### src/rtl/mips_pkg.sv
// Shared definitions for the multicycle MIPS control unit: state codes,
// opcode/funct fields, ALUOp selectors, ALUControl codes and the control bundle.
package mips_pkg;

    localparam int unsigned STATE_W  = 4;
    localparam int unsigned OP_W     = 6;
    localparam int unsigned FUNCT_W  = 6;
    localparam int unsigned ALUCTL_W = 3;

    typedef enum logic [STATE_W-1:0] {
        S_FETCH  = 4'd0,
        S_DECODE = 4'd1,
        S_MEMADR = 4'd2,
        S_MEMRD  = 4'd3,
        S_MEMWB  = 4'd4,
        S_MEMWR  = 4'd5,
        S_EXEC   = 4'd6,
        S_ALUWB  = 4'd7,
        S_BRANCH = 4'd8,
        S_ADDIEX = 4'd9,
        S_ADDIWB = 4'd10,
        S_JUMP   = 4'd11
    } state_t;

    // ADD is the all-zero code so states that leave ALUOp alone compute PC+x
    typedef enum logic [1:0] {
        ALUOP_ADD   = 2'b00,
        ALUOP_SUB   = 2'b01,
        ALUOP_FUNCT = 2'b10
    } aluop_t;

    localparam logic [OP_W-1:0] OP_RTYPE = 6'b000000;
    localparam logic [OP_W-1:0] OP_LW    = 6'b100011;
    localparam logic [OP_W-1:0] OP_SW    = 6'b101011;
    localparam logic [OP_W-1:0] OP_BEQ   = 6'b000100;
    localparam logic [OP_W-1:0] OP_ADDI  = 6'b001000;
    localparam logic [OP_W-1:0] OP_J     = 6'b000010;
    localparam logic [OP_W-1:0] OP_BNE   = 6'b000101;

    localparam logic [FUNCT_W-1:0] FN_ADD = 6'b100000;
    localparam logic [FUNCT_W-1:0] FN_SUB = 6'b100010;
    localparam logic [FUNCT_W-1:0] FN_AND = 6'b100100;
    localparam logic [FUNCT_W-1:0] FN_OR  = 6'b100101;
    localparam logic [FUNCT_W-1:0] FN_SLT = 6'b101010;
    localparam logic [FUNCT_W-1:0] FN_MUL = 6'b011000;

    localparam logic [ALUCTL_W-1:0] ALU_AND = 3'b000;
    localparam logic [ALUCTL_W-1:0] ALU_OR  = 3'b001;
    localparam logic [ALUCTL_W-1:0] ALU_ADD = 3'b010;
    localparam logic [ALUCTL_W-1:0] ALU_NOP = 3'b011;
    localparam logic [ALUCTL_W-1:0] ALU_SUB = 3'b100;
    localparam logic [ALUCTL_W-1:0] ALU_MUL = 3'b101;
    localparam logic [ALUCTL_W-1:0] ALU_SLT = 3'b110;

    // Per-state datapath control bundle produced by the FSM output decode
    typedef struct packed {
        logic       iord;
        logic       mem_write;
        logic       ir_write;
        logic       reg_dst;
        logic       mem_to_reg;
        logic       reg_write;
        logic       alu_src_a;
        logic [1:0] alu_src_b;
        logic [1:0] pc_src;
        logic       pc_write;
        logic       branch;
        aluop_t     alu_op;
    } ctrl_t;

endpackage

### src/rtl/mips_multicycle_control_alu_decoder.sv
// alu_decoder: maps ALUOp and the R-type funct field onto the ALU_32bit op code.
// Ports: i_alu_op (ALUOp selector), i_funct (instr[5:0]), o_alu_control (3-bit ALU code).
module alu_decoder
    import mips_pkg::*;
(
    input  aluop_t               i_alu_op,
    input  logic [FUNCT_W-1:0]   i_funct,
    output logic [ALUCTL_W-1:0]  o_alu_control
);

    always_comb begin
        o_alu_control = ALU_ADD;
        case (i_alu_op)
            ALUOP_ADD: o_alu_control = ALU_ADD;
            ALUOP_SUB: o_alu_control = ALU_SUB;
            ALUOP_FUNCT: begin
                case (i_funct)
                    FN_ADD:  o_alu_control = ALU_ADD;
                    FN_SUB:  o_alu_control = ALU_SUB;
                    FN_AND:  o_alu_control = ALU_AND;
                    FN_OR:   o_alu_control = ALU_OR;
                    FN_SLT:  o_alu_control = ALU_SLT;
                    FN_MUL:  o_alu_control = ALU_MUL;
                    // unknown funct: ALU yields 0, writeback still happens
                    default: o_alu_control = ALU_NOP;
                endcase
            end
            default: o_alu_control = ALU_ADD;
        endcase
    end

endmodule

### src/rtl/mips_multicycle_control.sv
// Multicycle MIPS main control: Moore FSM sequencing fetch/decode/execute/
// memory/writeback and driving datapath selects, write enables and ALUControl.
// Inputs : CLK, RST (async active-high), Op, Funct, Zero.
// Outputs: IorD, MemWrite, IRWrite, RegDst, MemtoReg, RegWrite, ALUSrcA,
//          ALUSrcB, PCSrc, PCEn, ALUControl, IllegalOp, State (debug).
// Optional: MIPS_CTRL_BNE_EN adds bne (opcode 000101) via the BRANCH state.
module mips_multicycle_control
    import mips_pkg::*;
(
    input  logic                 CLK,
    input  logic                 RST,
    input  logic [OP_W-1:0]      Op,
    input  logic [FUNCT_W-1:0]   Funct,
    input  logic                 Zero,
    output logic                 IorD,
    output logic                 MemWrite,
    output logic                 IRWrite,
    output logic                 RegDst,
    output logic                 MemtoReg,
    output logic                 RegWrite,
    output logic                 ALUSrcA,
    output logic [1:0]           ALUSrcB,
    output logic [1:0]           PCSrc,
    output logic                 PCEn,
    output logic [ALUCTL_W-1:0]  ALUControl,
    output logic                 IllegalOp,
    output logic [STATE_W-1:0]   State
);

    state_t r_state;
    state_t w_next;
    ctrl_t  w_ctl;
    logic   w_illegal;
    logic   w_take;

    // State register
    always_ff @(posedge CLK or posedge RST) begin
        if (RST) r_state <= S_FETCH;
        else     r_state <= w_next;
    end

`ifdef MIPS_CTRL_BNE_EN
    logic r_bne;

    // Remember whether the branch being resolved is bne (captured in DECODE)
    always_ff @(posedge CLK or posedge RST) begin
        if (RST)                       r_bne <= 1'b0;
        else if (r_state == S_DECODE)  r_bne <= (Op == OP_BNE);
    end

    assign w_take = r_bne ? ~Zero : Zero;
`else
    assign w_take = Zero;
`endif

    // Next-state and per-state control decode
    always_comb begin
        w_next    = r_state;
        w_ctl     = '0;
        w_illegal = 1'b0;
        case (r_state)
            S_FETCH: begin
                w_ctl.ir_write  = 1'b1;
                w_ctl.pc_write  = 1'b1;
                w_ctl.alu_src_b = 2'b01;
                w_next          = S_DECODE;
            end
            S_DECODE: begin
                w_ctl.alu_src_b = 2'b11;
                case (Op)
                    OP_LW, OP_SW: w_next = S_MEMADR;
                    OP_RTYPE:     w_next = S_EXEC;
                    OP_BEQ:       w_next = S_BRANCH;
`ifdef MIPS_CTRL_BNE_EN
                    OP_BNE:       w_next = S_BRANCH;
`endif
                    OP_ADDI:      w_next = S_ADDIEX;
                    OP_J:         w_next = S_JUMP;
                    default: begin
                        w_next    = S_FETCH;
                        w_illegal = 1'b1;
                    end
                endcase
            end
            S_MEMADR, S_ADDIEX: begin
                w_ctl.alu_src_a = 1'b1;
                w_ctl.alu_src_b = 2'b10;
                if (r_state == S_ADDIEX) w_next = S_ADDIWB;
                else if (Op == OP_SW)    w_next = S_MEMWR;
                else                     w_next = S_MEMRD;
            end
            S_MEMRD: begin
                w_ctl.iord = 1'b1;
                w_next     = S_MEMWB;
            end
            S_MEMWB: begin
                w_ctl.reg_write  = 1'b1;
                w_ctl.mem_to_reg = 1'b1;
                w_next           = S_FETCH;
            end
            S_MEMWR: begin
                w_ctl.iord      = 1'b1;
                w_ctl.mem_write = 1'b1;
                w_next          = S_FETCH;
            end
            S_EXEC: begin
                w_ctl.alu_src_a = 1'b1;
                w_ctl.alu_op    = ALUOP_FUNCT;
                w_next          = S_ALUWB;
            end
            S_ALUWB: begin
                w_ctl.reg_write = 1'b1;
                w_ctl.reg_dst   = 1'b1;
                w_next          = S_FETCH;
            end
            S_ADDIWB: begin
                w_ctl.reg_write = 1'b1;
                w_next          = S_FETCH;
            end
            S_BRANCH: begin
                w_ctl.alu_src_a = 1'b1;
                w_ctl.alu_op    = ALUOP_SUB;
                w_ctl.pc_src    = 2'b01;
                w_ctl.branch    = 1'b1;
                w_next          = S_FETCH;
            end
            S_JUMP: begin
                w_ctl.pc_src   = 2'b10;
                w_ctl.pc_write = 1'b1;
                w_next         = S_FETCH;
            end
            default: w_next = S_FETCH;
        endcase
    end

    alu_decoder u_alu_decoder (
        .i_alu_op      (w_ctl.alu_op),
        .i_funct       (Funct),
        .o_alu_control (ALUControl)
    );

    // Write enables are masked by RST so an async reset cuts them immediately
    assign IorD      = w_ctl.iord;
    assign MemWrite  = w_ctl.mem_write & ~RST;
    assign IRWrite   = w_ctl.ir_write  & ~RST;
    assign RegDst    = w_ctl.reg_dst;
    assign MemtoReg  = w_ctl.mem_to_reg;
    assign RegWrite  = w_ctl.reg_write & ~RST;
    assign ALUSrcA   = w_ctl.alu_src_a;
    assign ALUSrcB   = w_ctl.alu_src_b;
    assign PCSrc     = w_ctl.pc_src;
    assign PCEn      = (w_ctl.pc_write | (w_ctl.branch & w_take)) & ~RST;
    assign IllegalOp = w_illegal & ~RST;
    assign State     = r_state;

endmodule

### config.mk
export PLATFORM = sky130hd
export DESIGN_NAME = mips_multicycle_control
export DESIGN_NICKNAME = d
export VERILOG_FILES = /design/src/rtl/mips_pkg.sv /design/src/rtl/mips_multicycle_control_alu_decoder.sv /design/src/rtl/mips_multicycle_control.sv
export SDC_FILE = /design/constraint.sdc
export NUM_CORES = 1
export LEC_CHECK = 0
export ABC_AREA = 1
export CORE_UTILIZATION = 41
export CTS_CLUSTER_SIZE = 20
export DETAILED_ROUTE_END_ITERATION = 16
export GPL_TIMING_DRIVEN = 0
export PLACE_DENSITY = 0.83
export SYNTH_ARGS = -nofsm -noshare
export SYNTH_HDL_FRONTEND = slang
export SYNTH_SLANG_ARGS = --single-unit
### constraint.sdc
create_clock -name CLK -period 5.1 [get_ports CLK]
set_clock_uncertainty 0.1 [all_clocks]
set_input_delay 1.02 -clock CLK [delete_from_list [all_inputs] [get_ports CLK]]
set_output_delay 1.02 -clock CLK [all_outputs]
set_load 0.1 [all_outputs]
Word level (Yosys, flattened, before mapping) --
Cells that the tools add are included.
Cells by class: eq/ne operators 24, multiplexer cells 20, bitwise logic cells 8, reduce and logical (&&, ||, !) cells 9
Operator list (count):
- 6-bit == test (second input constant) | 7
- 4-bit one-hot mux with 5 select lines | 2
- 3-bit one-hot mux with 6 select lines | 1
- 4-bit by 3-bit == test with 1-bit output (second input constant) | 4
- 4-bit == test (second input constant) | 4
- 1-bit two-way mux | 11
- 4-bit by 2-bit == test with 1-bit output (second input constant) | 2
- 2-bit one-hot mux with 2 select lines | 2
- 2-bit OR reduction | 4
- 1-bit AND | 6
- 6-bit by 2-bit == test with 1-bit output (second input constant) | 1
- 6-bit by 3-bit == test with 1-bit output (second input constant) | 1
- 6-bit by 4-bit == test with 1-bit output (second input constant) | 1
- 6-bit by 5-bit == test with 1-bit output (second input constant) | 1
- 6-bit zero test | 1
- 2-bit one-hot mux with 3 select lines | 1
- 3-bit one-hot mux with 2 select lines | 1
- 6-bit OR reduction | 1
- 4-bit by 1-bit == test with 1-bit output (second input constant) | 1
- 4-bit zero test | 1
- 4-bit two-way mux | 1
- 4-bit OR reduction | 1
- 3-bit two-way mux | 1
- 3-bit OR reduction | 1
- other kinds (4) | 4
Word-level totals: register bits after elaboration 4, input bits 15, output and inout bits 20, logic and storage cells 62

Logic depth before layout (Yosys ltp) --
Gate-level depths: netlist (run 1).
word-level depth 5, depth in mapped cells 9, depth with buffers taken out 9

Modules after synthesis --
Synthesis (run 1) repeated with hierarchy kept, for this count alone.
Unflattened totals: cell total of the unflattened synthesis 135, area, all modules 813.3 um^2
By module, submodules not included:
- mips_multicycle_control | times used 1, cells each 96, area an instance 598.1 um^2, sequential area each 100.1 um^2
- alu_decoder | times used 1, cells each 39, area an instance 215.2 um^2, sequential area each 0.0 um^2

Least setup slack after synthesis (run 1) --
No wires, ideal clock.
path kind flip-flop to output port, from register r_state[3] (netlist: State[3]), to output PCEn, arrival 4.163 ns, data required time 3.980 ns, path slack -0.183 ns, cell stages (with the launch flop) 7, buffers on the path 0, cells stage by stage dfrtp_1 inv_2 nor2_4 inv_2 nor2_1 a21oi_1 a21oi_1
Between the ends: longest elaborated chain between the ends 5, elaborated cells between the ends (all ways) 9, those cells by class 2 x eq/ne; 2 x mux; 3 x bitwise; 2 x reduce/logical
RTL lines:
- start: declaration | line mips_multicycle_control.sv:30 | state_t r_state;
- start signal: assignment | line mips_multicycle_control.sv:39 | else r_state <= w_next;
- 4-bit == test or 4-bit zero test (tied branches) | line mips_multicycle_control.sv:61 | case (r_state)
- 2-bit OR reduction (no line) or 1-bit two-way mux (tied branches)
- 1-bit two-way mux or 1-bit AND (tied branches) | line mips_multicycle_control.sv:61, mips_multicycle_control.sv:152
- 1-bit bitwise OR (*) | line mips_multicycle_control.sv:152 | assign PCEn = (w_ctl.pc_write | (w_ctl.branch & w_take)) & ~RST;
- 1-bit AND (*) | line mips_multicycle_control.sv:152
- end: declaration | line mips_multicycle_control.sv:24 | output logic PCEn,
Mark *: on every way between the ends. The rest lies on a longest branch, timed or not.

Worst setup path after layout (run 1) --
from input Funct[5], to output ALUControl[1]
Between the ends: longest elaborated chain between the ends 3, elaborated cells between the ends (all ways) 8, those cells by class 6 x eq/ne; 2 x mux
RTL lines:
- start: declaration | line mips_multicycle_control.sv:13 | input logic [FUNCT_W-1:0] Funct,
- 6-bit by 5-bit == test with 1-bit output or 6-bit == test (tied branches) | line mips_multicycle_control_alu_decoder.sv:17 | case (i_funct)
- 3-bit one-hot mux with 6 select lines (*) | line mips_multicycle_control_alu_decoder.sv:17
- 3-bit one-hot mux with 2 select lines (*) | line mips_multicycle_control_alu_decoder.sv:13 | case (i_alu_op)
- end: declaration | line mips_multicycle_control.sv:25 | output logic [ALUCTL_W-1:0] ALUControl,
Marks and branches as above.

==> impl_metrics.py, run 1 <==
metrics = {
    "outcome": {
        "outcome": "finished clean",
    },
    "detailed_routing": {
        "drtPass1Iterations": 4,
        "wire_per_inst_um": 9.322,
        "wirelength_um": 1594,
        "drt_iter0_drc": 27,
        "vias_per_cell": 5.012,
        "postRouteAntennaNets": 0,
        "drc": 0,
        "vias": 857,
    },
    "synthesis": {
        "synth-seq-cells": 4,
        "synth.area.top_cells": "dfrtp_1 16%, nand2_1 15%, inv_1 12%",
        "synth-seq-area-share": 0.1569,
        "synth_edf_count": 0,
        "yosysWarnings": 0,
        "synth_cell_types": 18,
        "syn_area_per_cell_um2": 5.362,
        "syn_nets": 136,
        "yosysTopAreaCell": "dfrtp_1",
        "synth_area_um2": 638.1,
        "synth_top_cell_area_share": 0.1569,
        "async_flop_share": 1.000,
        "synth_commonest_cells": "26 x nand2_1, 21 x inv_1, 20 x nor2_1",
        "synth_most_common_cell": "nand2_1",
        "netlist_instances": 119,
        "ys.flop_type": "dfrtp_1",
    },
    "timing": {
        "max_slew.worst_pin.slew_ns": 0.9924,
        "whs_ns": 0.5839,
        "period_needed_ns": 4.378,
        "final-hold-violation-count": 0,
        "max_slew_margin": 0.3363,
        "finalSetupViolCount": 0,
        "period_share": 0.8584,
        "tns_ns": 0,
        "slew_violations": 0,
        "rsz0062_at_grt": "no",
        "max_freq_mhz": 228.4,
    },
    "clocking": {
        "cts_resized": 0,
        "cts_max_level": 1,
        "clk_pin_slew_ns": 0.04,
        "cts_tree": "done",
        "clk_latency_ns": 0.24,
        "cts.sinks": 4,
        "cts_root_buffer": "clkbuf_4",
        "hold_buffers": 0,
        "cts_max_path_buffers": 2,
        "post_cts_buffers": 0,
        "cts-buffers-inserted": 3,
    },
    "global_route": {
        "grt_pass1_wl_um": 2801,
        "grt.total_usage": 0.2018,
        "antenna_found_initial": 0,
        "grt_pass1_vias": 728,
        "overflow": 0,
        "grt_start_max_net_pins": 9,
    },
    "setup_path": {
        "reg2reg_slack_ns": 3.79,
        "path_max_fanout": 4,
        "cp_cell_sequence": "clkdlybuf4s50_1, inv_1, nor2_2, nand3_1, nor2_1, nor2_1, a21oi_1, clkdlybuf4s50_1",
        "start_kind": "primary input",
        "crit_path_end_kind": "primary output",
        "crit_type": "primary input to primary output",
        "crit_required_ns": 3.98,
        "cp_slowest_stage_delay_ns": 1.14,
        "r2r-start": "State[1]",
        "r2r_end": "State[1]",
        "slowest_stage": "clkdlybuf4s50_1",
        "cp.arrival_ns": 3.26,
        "critical_path.startpoint": "Funct[5]",
        "r2r_cells": 5,
    },
    "hold_path": {
        "whs_path_depth": 3,
        "min_from": "State[3]",
        "hp-class": "register to register",
        "hold_end": "State[0]",
    },
    "final_layout": {
        "nets": 175,
        "fin_cells": 171,
        "area_growth_pct": 60.39,
        "largest_reg_flops": 4,
        "antennaDiodeCount": 0,
        "drive_above_1_share": 0.1282,
    },
    "die": {
        "num_rows": 13,
        "start_util": 0.4670,
        "io_pins": 35,
        "dieArea_um2": 1718,
        "die_w_um": 41.45,
        "core_um2": 1366,
        "die_y_um": 41.45,
    },
    "power": {
        "vdd.ir_drop.worst_v": 0.0005762,
        "p_leak_nw": 0.5467,
        "powerDensity_nw_per_um2": 592.3,
        "total_power_mw": 0.6062,
    },
    "placement": {
        "dp.cells": 168,
        "place_hpwl_um": 1386,
        "portBuffers": 34,
        "gp_congestion": 0.7972,
    },
    "run": {
        "max_cap_violations": 0,
    },
}
layout make-up:
| cell class | instances | area (um2) |
|---|---|---|
| Inverter | 26 | 98.84 |
| Fill cell | 114 | 342.8 |
| Timing Repair Buffer | 34 | 340.3 |
| Multi-Input combinational cell | 89 | 442.9 |
| Sequential cell | 4 | 100.1 |
| Clock buffer | 3 | 22.52 |
| Tap cell | 15 | 18.77 |
cell families after synthesis:
logic type / count (synthesis) / share of synthesized area
flip-flops: 4 / 0.1569
buffers and inverters: 26 / 0.1549
AO/OA/AOI/OAI: 11 / 0.09019
AND/OR/NAND/NOR: 76 / 0.5588
adder cells (fa/ha/maj): 2 / 0.03921
worst max path at each step:
stage / end / slack [ns]
after floorplan: ALUControl[0] / 0.22
after global placement: ALUControl[1] / 0.74
after detailed placement: ALUControl[1] / 0.72
after CTS: ALUControl[1] / 0.72
after global routing: ALUControl[1] / 0.60
final: ALUControl[1] / 0.72
through the flow:
stage | utilization | instance area (um2) | setup slack, ns
after detailed placement | 0.7326 | 1001 | 0.7152
after global routing | 0.7491 | 1023 | 0.6044
after global placement | 0.7326 | 1001 | 0.7408
after CTS | 0.7491 | 1023 | 0.7168
after floorplan | - | 641.9 | 0.2198
final | 0.7491 | 1023 | 0.7219
critical path: cells and delay by family:
kind            cells  cell delay [ns]
compound gates      1             0.11
buf+inv             3             1.66
simple gates        4             0.47
cell usage in the layout (no fill, tap or decap), drive strengths merged:
cell           netlist  final
clkdlybuf4s50        0     34
nor3                 1      1
and2                 1      1
nand3               14     14
ha                   2      2
o211ai               1      1
a21oi                5      5
inv                 25     25
nand2               28     28
nor2                28     28
nand4                4      4
o21ai                5      5
dfrtp                4      4
clkinv               1      1
clkbuf               0      3
per-layer routing:
metal,vias up,GRT usage,share of wire,wire (um)
li1,447,-,-,-
met1,372,0.2427,0.44,702
met2,34,0.3344,0.47,755
met3,4,0.06087,0.069,110
met4,0,0.07742,0.016,25
met5,-,0,0,0
power by group:
group	switching [mW]	internal [mW]
registers	0.0203	0.0417
logic	0.393	0.112
clock network	0.0127	0.0263
Power figures use the tool's default switching activity.
==> run 2, diff against run 1 <==
Settings changed: CORE_MARGIN set to 4, GPL_TIMING_DRIVEN 0 to unset.
==> run 2 against run 1 <==
Effect of this change:
- final cell count did not move
- sequential cell count did not move
- power barely moved
- sequential power barely moved
- design area fell by 1.5%
- setup slack improved by 0.51 ns
- first-iteration DRC count fell by 44%
- via count fell by 1.3%
- hold slack improved by 0.0026 ns
- die area rose by 31%
- sequential share of layout area rose by 0.15 points
- highest routed layer unchanged
==> impl_metrics.py, run 2 (synthesized netlist as in run 1, its figures left out) <==
metrics = {
    "outcome": {
        "outcome": "finished clean",
    },
    "global_route": {
        "grt_pass1_wl_um": 2801,
        "grtUsageMet1": 0.1973,
        "antenna_found_initial": 0,
        "grt.total_usage": 0.1767,
        "grt_start_max_net_pins": 9,
        "met3_usage": 0.05639,
        "grt.busiest_layer": "met2",
        "overflow": 0,
        "grt_pass1_vias": 722,
        "grt_use_met2": 0.3182,
    },
    "clocking": {
        "clk_pin_slew_ns": 0.04,
        "cts_resized": 0,
        "cts-buffers-inserted": 3,
        "hold_buffers": 0,
        "cts_root_buffer": "clkbuf_4",
        "cts_max_path_buffers": 2,
        "clk_latency_ns": 0.24,
        "cts_max_level": 1,
        "post_cts_buffers": 0,
        "cts_tree": "done",
        "cts.sinks": 4,
    },
    "final_layout": {
        "post-route-util": 0.7294,
        "layout_common_cells": "28 x clkdlybuf4s50_1, 26 x nand2_1, 21 x inv_1",
        "largest_reg_flops": 4,
        "final_common_cell": "clkdlybuf4s50_1",
        "nets": 175,
        "area_growth_pct": 58.04,
        "antennaDiodeCount": 0,
        "drive_above_1_share": 0.1667,
        "fin_cells": 171,
        "final_area_um2": 1008,
    },
    "placement": {
        "place_area_um2": 985.9,
        "dp.cells": 168,
        "place_hpwl_um": 1589,
        "gp_congestion": 0.8335,
        "portBuffers": 34,
        "dp_worst_setup_slack_ns": 1.239,
    },
    "detailed_routing": {
        "drtPass1Iterations": 4,
        "postRouteAntennaNets": 0,
        "drc": 0,
        "vias_per_cell": 4.947,
        "wire_per_inst_um": 10.46,
        "vias": 846,
        "wirelength_um": 1789,
        "drt_iter0_drc": 15,
    },
    "setup_path": {
        "path_max_fanout": 4,
        "crit_type": "primary input to primary output",
        "reg2reg_slack_ns": 3.78,
        "r2r-start": "State[1]",
        "critical_path.startpoint": "RST",
        "crit_path_end_kind": "primary output",
        "start_kind": "primary input",
        "cp.arrival_ns": 2.75,
        "r2r_cells": 5,
        "crit_required_ns": 3.98,
    },
    "die": {
        "core_um2": 1383,
        "dieArea_um2": 2252,
        "die_w_um": 47.45,
        "io_pins": 35,
        "start_util": 0.4615,
        "die_y_um": 47.45,
        "num_rows": 13,
    },
    "power": {
        "p_sw_frac": 0.7077,
        "power_switching_mw": 0.4292,
        "clockPowerShare": 0.066,
        "seqPwrFrac": 0.103,
        "p_int_mw": 0.1773,
        "vdd.ir_drop.worst_v": 0.0004569,
        "p_leak_nw": 0.5558,
        "powerDensity_nw_per_um2": 601.3,
        "combPwrFrac": 0.832,
        "total_power_mw": 0.6064,
    },
    "timing": {
        "tns_ns": 0,
        "max_slew.worst_pin.slew_ns": 0.9785,
        "whs_ns": 0.5866,
        "period_share": 0.7580,
        "setup_slack_ns": 1.234,
        "final-hold-violation-count": 0,
        "finalSetupViolCount": 0,
        "max_slew_margin": 0.3457,
        "rsz0062_at_grt": "no",
        "max_freq_mhz": 258.7,
        "period_needed_ns": 3.866,
        "slew_violations": 0,
    },
    "run": {
        "max_cap_violations": 0,
    },
    "hold_path": {
        "whs_path_depth": 3,
        "hp-class": "register to register",
        "min_from": "State[3]",
    },
}
[run 2: path summary, 6_finish.rpt]
| path | to |
|---|---|
| worst min register to register | State[0] |
| worst max-delay path | IRWrite |
| min in group asynchronous | State[0] |
| worst min-delay path | State[0] |
| max in group asynchronous | State[1] |
| worst max register to register | State[1] |
[run 2: per-layer routing]
metal | vias to the layer above | part of all wire | routed length, um
li1 | 453 | - | -
met3 | 4 | 0.097 | 174
met4 | 0 | 0.015 | 27
met1 | 353 | 0.38 | 672
met2 | 36 | 0.51 | 914
met5 | - | 0 | 0
[run 2: cell type report]
type | count | area (um2)
Fill cell | 122 | 374.1
Sequential cell | 4 | 100.1
Tap cell | 15 | 18.77
Timing Repair Buffer | 34 | 325.3
Inverter | 26 | 98.84
Clock buffer | 3 | 22.52
Multi-Input combinational cell | 89 | 442.9
[run 2: power groups by stage]
stage | Sequential, mW | Clock (mW) | Combinational, mW
6_report | 0.0622 | 0.0399 | 0.504
5_1_grt | 0.0642 | 0.0440 | 0.526
4_1_cts | 0.0617 | 0.0409 | 0.506
3_5_place_dp | 0.0621 | 0 | 0.505
3_3_place_gp | 0.0616 | 0 | 0.502
2_1_floorplan | 0.129 | 0 | 0.329
[run 2: worst max-delay path, stage by stage]
cell	delay, ns
clkdlybuf4s50_1	0.47
nor2_1	0.12
clkdlybuf4s50_1	1.13
==> run 3, diff against run 2 <==
Settings changed: CORE_UTILIZATION 41 to 34, PLACE_DENSITY 0.83 to 0.74.
Clock period 5.1 ns to 3.3 ns, I/O delays scaled along.
==> run 3 against run 2 <==
Effect of this change:
- sequential power grew 58%
- global-route usage shrank 2.6 points
- power grew 60%
- via count grew 1.7%
- design area grew 10%
==> impl_metrics.py, run 3 (synthesized netlist as in run 1, its figures left out) <==
metrics = {
    "power": {
        "combPwrFrac": 0.836,
        "p_sw_frac": 0.6956,
        "power_switching_mw": 0.6734,
        "seqPwrFrac": 0.101,
        "p_leak_nw": 0.5886,
        "clockPowerShare": 0.063,
        "total_power_mw": 0.9680,
        "vdd.ir_drop.worst_v": 0.0009493,
        "powerDensity_nw_per_um2": 872.2,
        "p_int_mw": 0.2947,
    },
    "setup_path": {
        "cp_slowest_stage_delay_ns": 0.48,
        "reg2reg_slack_ns": 1.97,
        "path_max_fanout": 3,
        "crit_type": "primary input to primary output",
        "cp.arrival_ns": 2.03,
        "slowest_stage": "clkdlybuf4s50_1",
        "cp_cell_sequence": "clkdlybuf4s50_1, nor2_1, and2_1, nand2_1, nand3_1, nor3_2, buf_12",
        "crit_path_end_kind": "primary output",
        "crit_required_ns": 2.54,
        "start_kind": "primary input",
    },
    "clocking": {
        "clk_latency_ns": 0.24,
        "cts_max_level": 1,
        "cts_max_path_buffers": 2,
        "cts_resized": 0,
        "post_cts_buffers": 0,
        "cts.sinks": 4,
        "hold_buffers": 0,
        "cts-buffers-inserted": 3,
        "clk_pin_slew_ns": 0.04,
        "cts_root_buffer": "clkbuf_4",
        "cts_tree": "done",
    },
    "die": {
        "io_pins": 35,
        "dieArea_um2": 2634,
        "die_y_um": 51.32,
        "die_w_um": 51.32,
        "start_util": 0.3656,
        "num_rows": 15,
        "core_um2": 1745,
    },
    "detailed_routing": {
        "postRouteAntennaNets": 0,
        "drtPass1Iterations": 4,
        "vias": 860,
        "wirelength_um": 1776,
        "vias_per_cell": 4.751,
        "wire_per_inst_um": 9.812,
        "drc": 0,
        "drt_iter0_drc": 17,
    },
    "final_layout": {
        "final_common_cell": "nand2_1",
        "area_growth_pct": 73.92,
        "layout_common_cells": "26 x nand2_1, 20 x inv_1, 19 x nor2_1",
        "drive_above_1_share": 0.3077,
        "largest_reg_flops": 4,
        "antennaDiodeCount": 0,
        "fin_cells": 181,
        "nets": 175,
    },
    "global_route": {
        "antenna_found_initial": 0,
        "grt.total_usage": 0.1503,
        "overflow": 0,
        "grt_start_max_net_pins": 9,
        "grt_pass1_vias": 810,
        "grt_pass1_wl_um": 3125,
    },
    "timing": {
        "finalSetupViolCount": 0,
        "final-hold-violation-count": 0,
        "max_freq_mhz": 358.3,
        "tns_ns": 0,
        "rsz0062_at_grt": "no",
        "period_needed_ns": 2.791,
        "whs_ns": 0.5728,
        "max_slew_margin": 0.8167,
        "slew_violations": 0,
        "period_share": 0.8457,
        "max_slew.worst_pin.slew_ns": 0.2737,
    },
    "placement": {
        "portBuffers": 34,
        "dp.cells": 178,
        "gp_congestion": 0.8129,
        "place_hpwl_um": 1596,
    },
    "hold_path": {
        "hp-class": "register to register",
    },
    "outcome": {
        "outcome": "finished clean",
    },
    "run": {
        "max_cap_violations": 0,
    },
}
-- run 3: changes by cell type in the layout (fill, tap and decap cells not counted), sizes merged --
| cell | delta |
|---|---|
| buf | +14 |
| clkdlybuf4s50 | -14 |
| clkinvlp | +1 |
| inv | -1 |
-- run 3: per-layer routing --
metal  vias up  share of wire  global-route usage
li1        448              -                   -
met1       379           0.41              0.1719
met2        33           0.51              0.2790
met3         0          0.080             0.04956
met4         0              0             0.01310
met5         -              0                   0
-- run 3: per-stage QoR --
step / setup slack [ns] / cell area [um2] / utilization
5_1_grt: 0.3791 / 1110 / 0.6358
2_1_floorplan: 0.02674 / 690.7 / -
6_report: 0.5091 / 1110 / 0.6358
3_5_place_dp: 0.4949 / 1087 / 0.6229
3_3_place_gp: 0.5436 / 1087 / 0.6229
4_1_cts: 0.4932 / 1110 / 0.6358
-- run 3: worst paths after layout --
path | start | end | cells past startpoint
max reg2reg | State[3] | State[1] | 6
min in group asynchronous | RST | State[0] | 2
min reg2reg | State[3] | State[0] | 3
max | Op[5] | IllegalOp | 7
max in group asynchronous | RST | State[3] | 2
min | State[3] | State[0] | 3
-- run 3: cell type report --
cell class | count | area (um2)
Inverter | 26 | 102.6
Fill cell | 164 | 635.6
Sequential cell | 4 | 107.6
Tap cell | 25 | 31.28
Multi-Input combinational cell | 89 | 480.5
Timing Repair Buffer | 34 | 365.4
Clock buffer | 3 | 22.52
-- run 3: worst max-delay path: cells and delay by family --
| family | cells | cell delay, ns |
|---|---|---|
| AND/OR/NAND/NOR | 5 | 0.67 |
| buffers and inverters | 2 | 0.69 |
-- run 3: power groups by stage --
stage | logic (mW) | registers, mW | clock network, mW
3_5_place_dp | 0.813 | 0.0988 | 0
6_report | 0.809 | 0.0980 | 0.0607
4_1_cts | 0.814 | 0.0981 | 0.0639
5_1_grt | 0.850 | 0.103 | 0.0708
2_1_floorplan | 0.520 | 0.203 | 0
3_3_place_gp | 0.810 | 0.0982 | 0
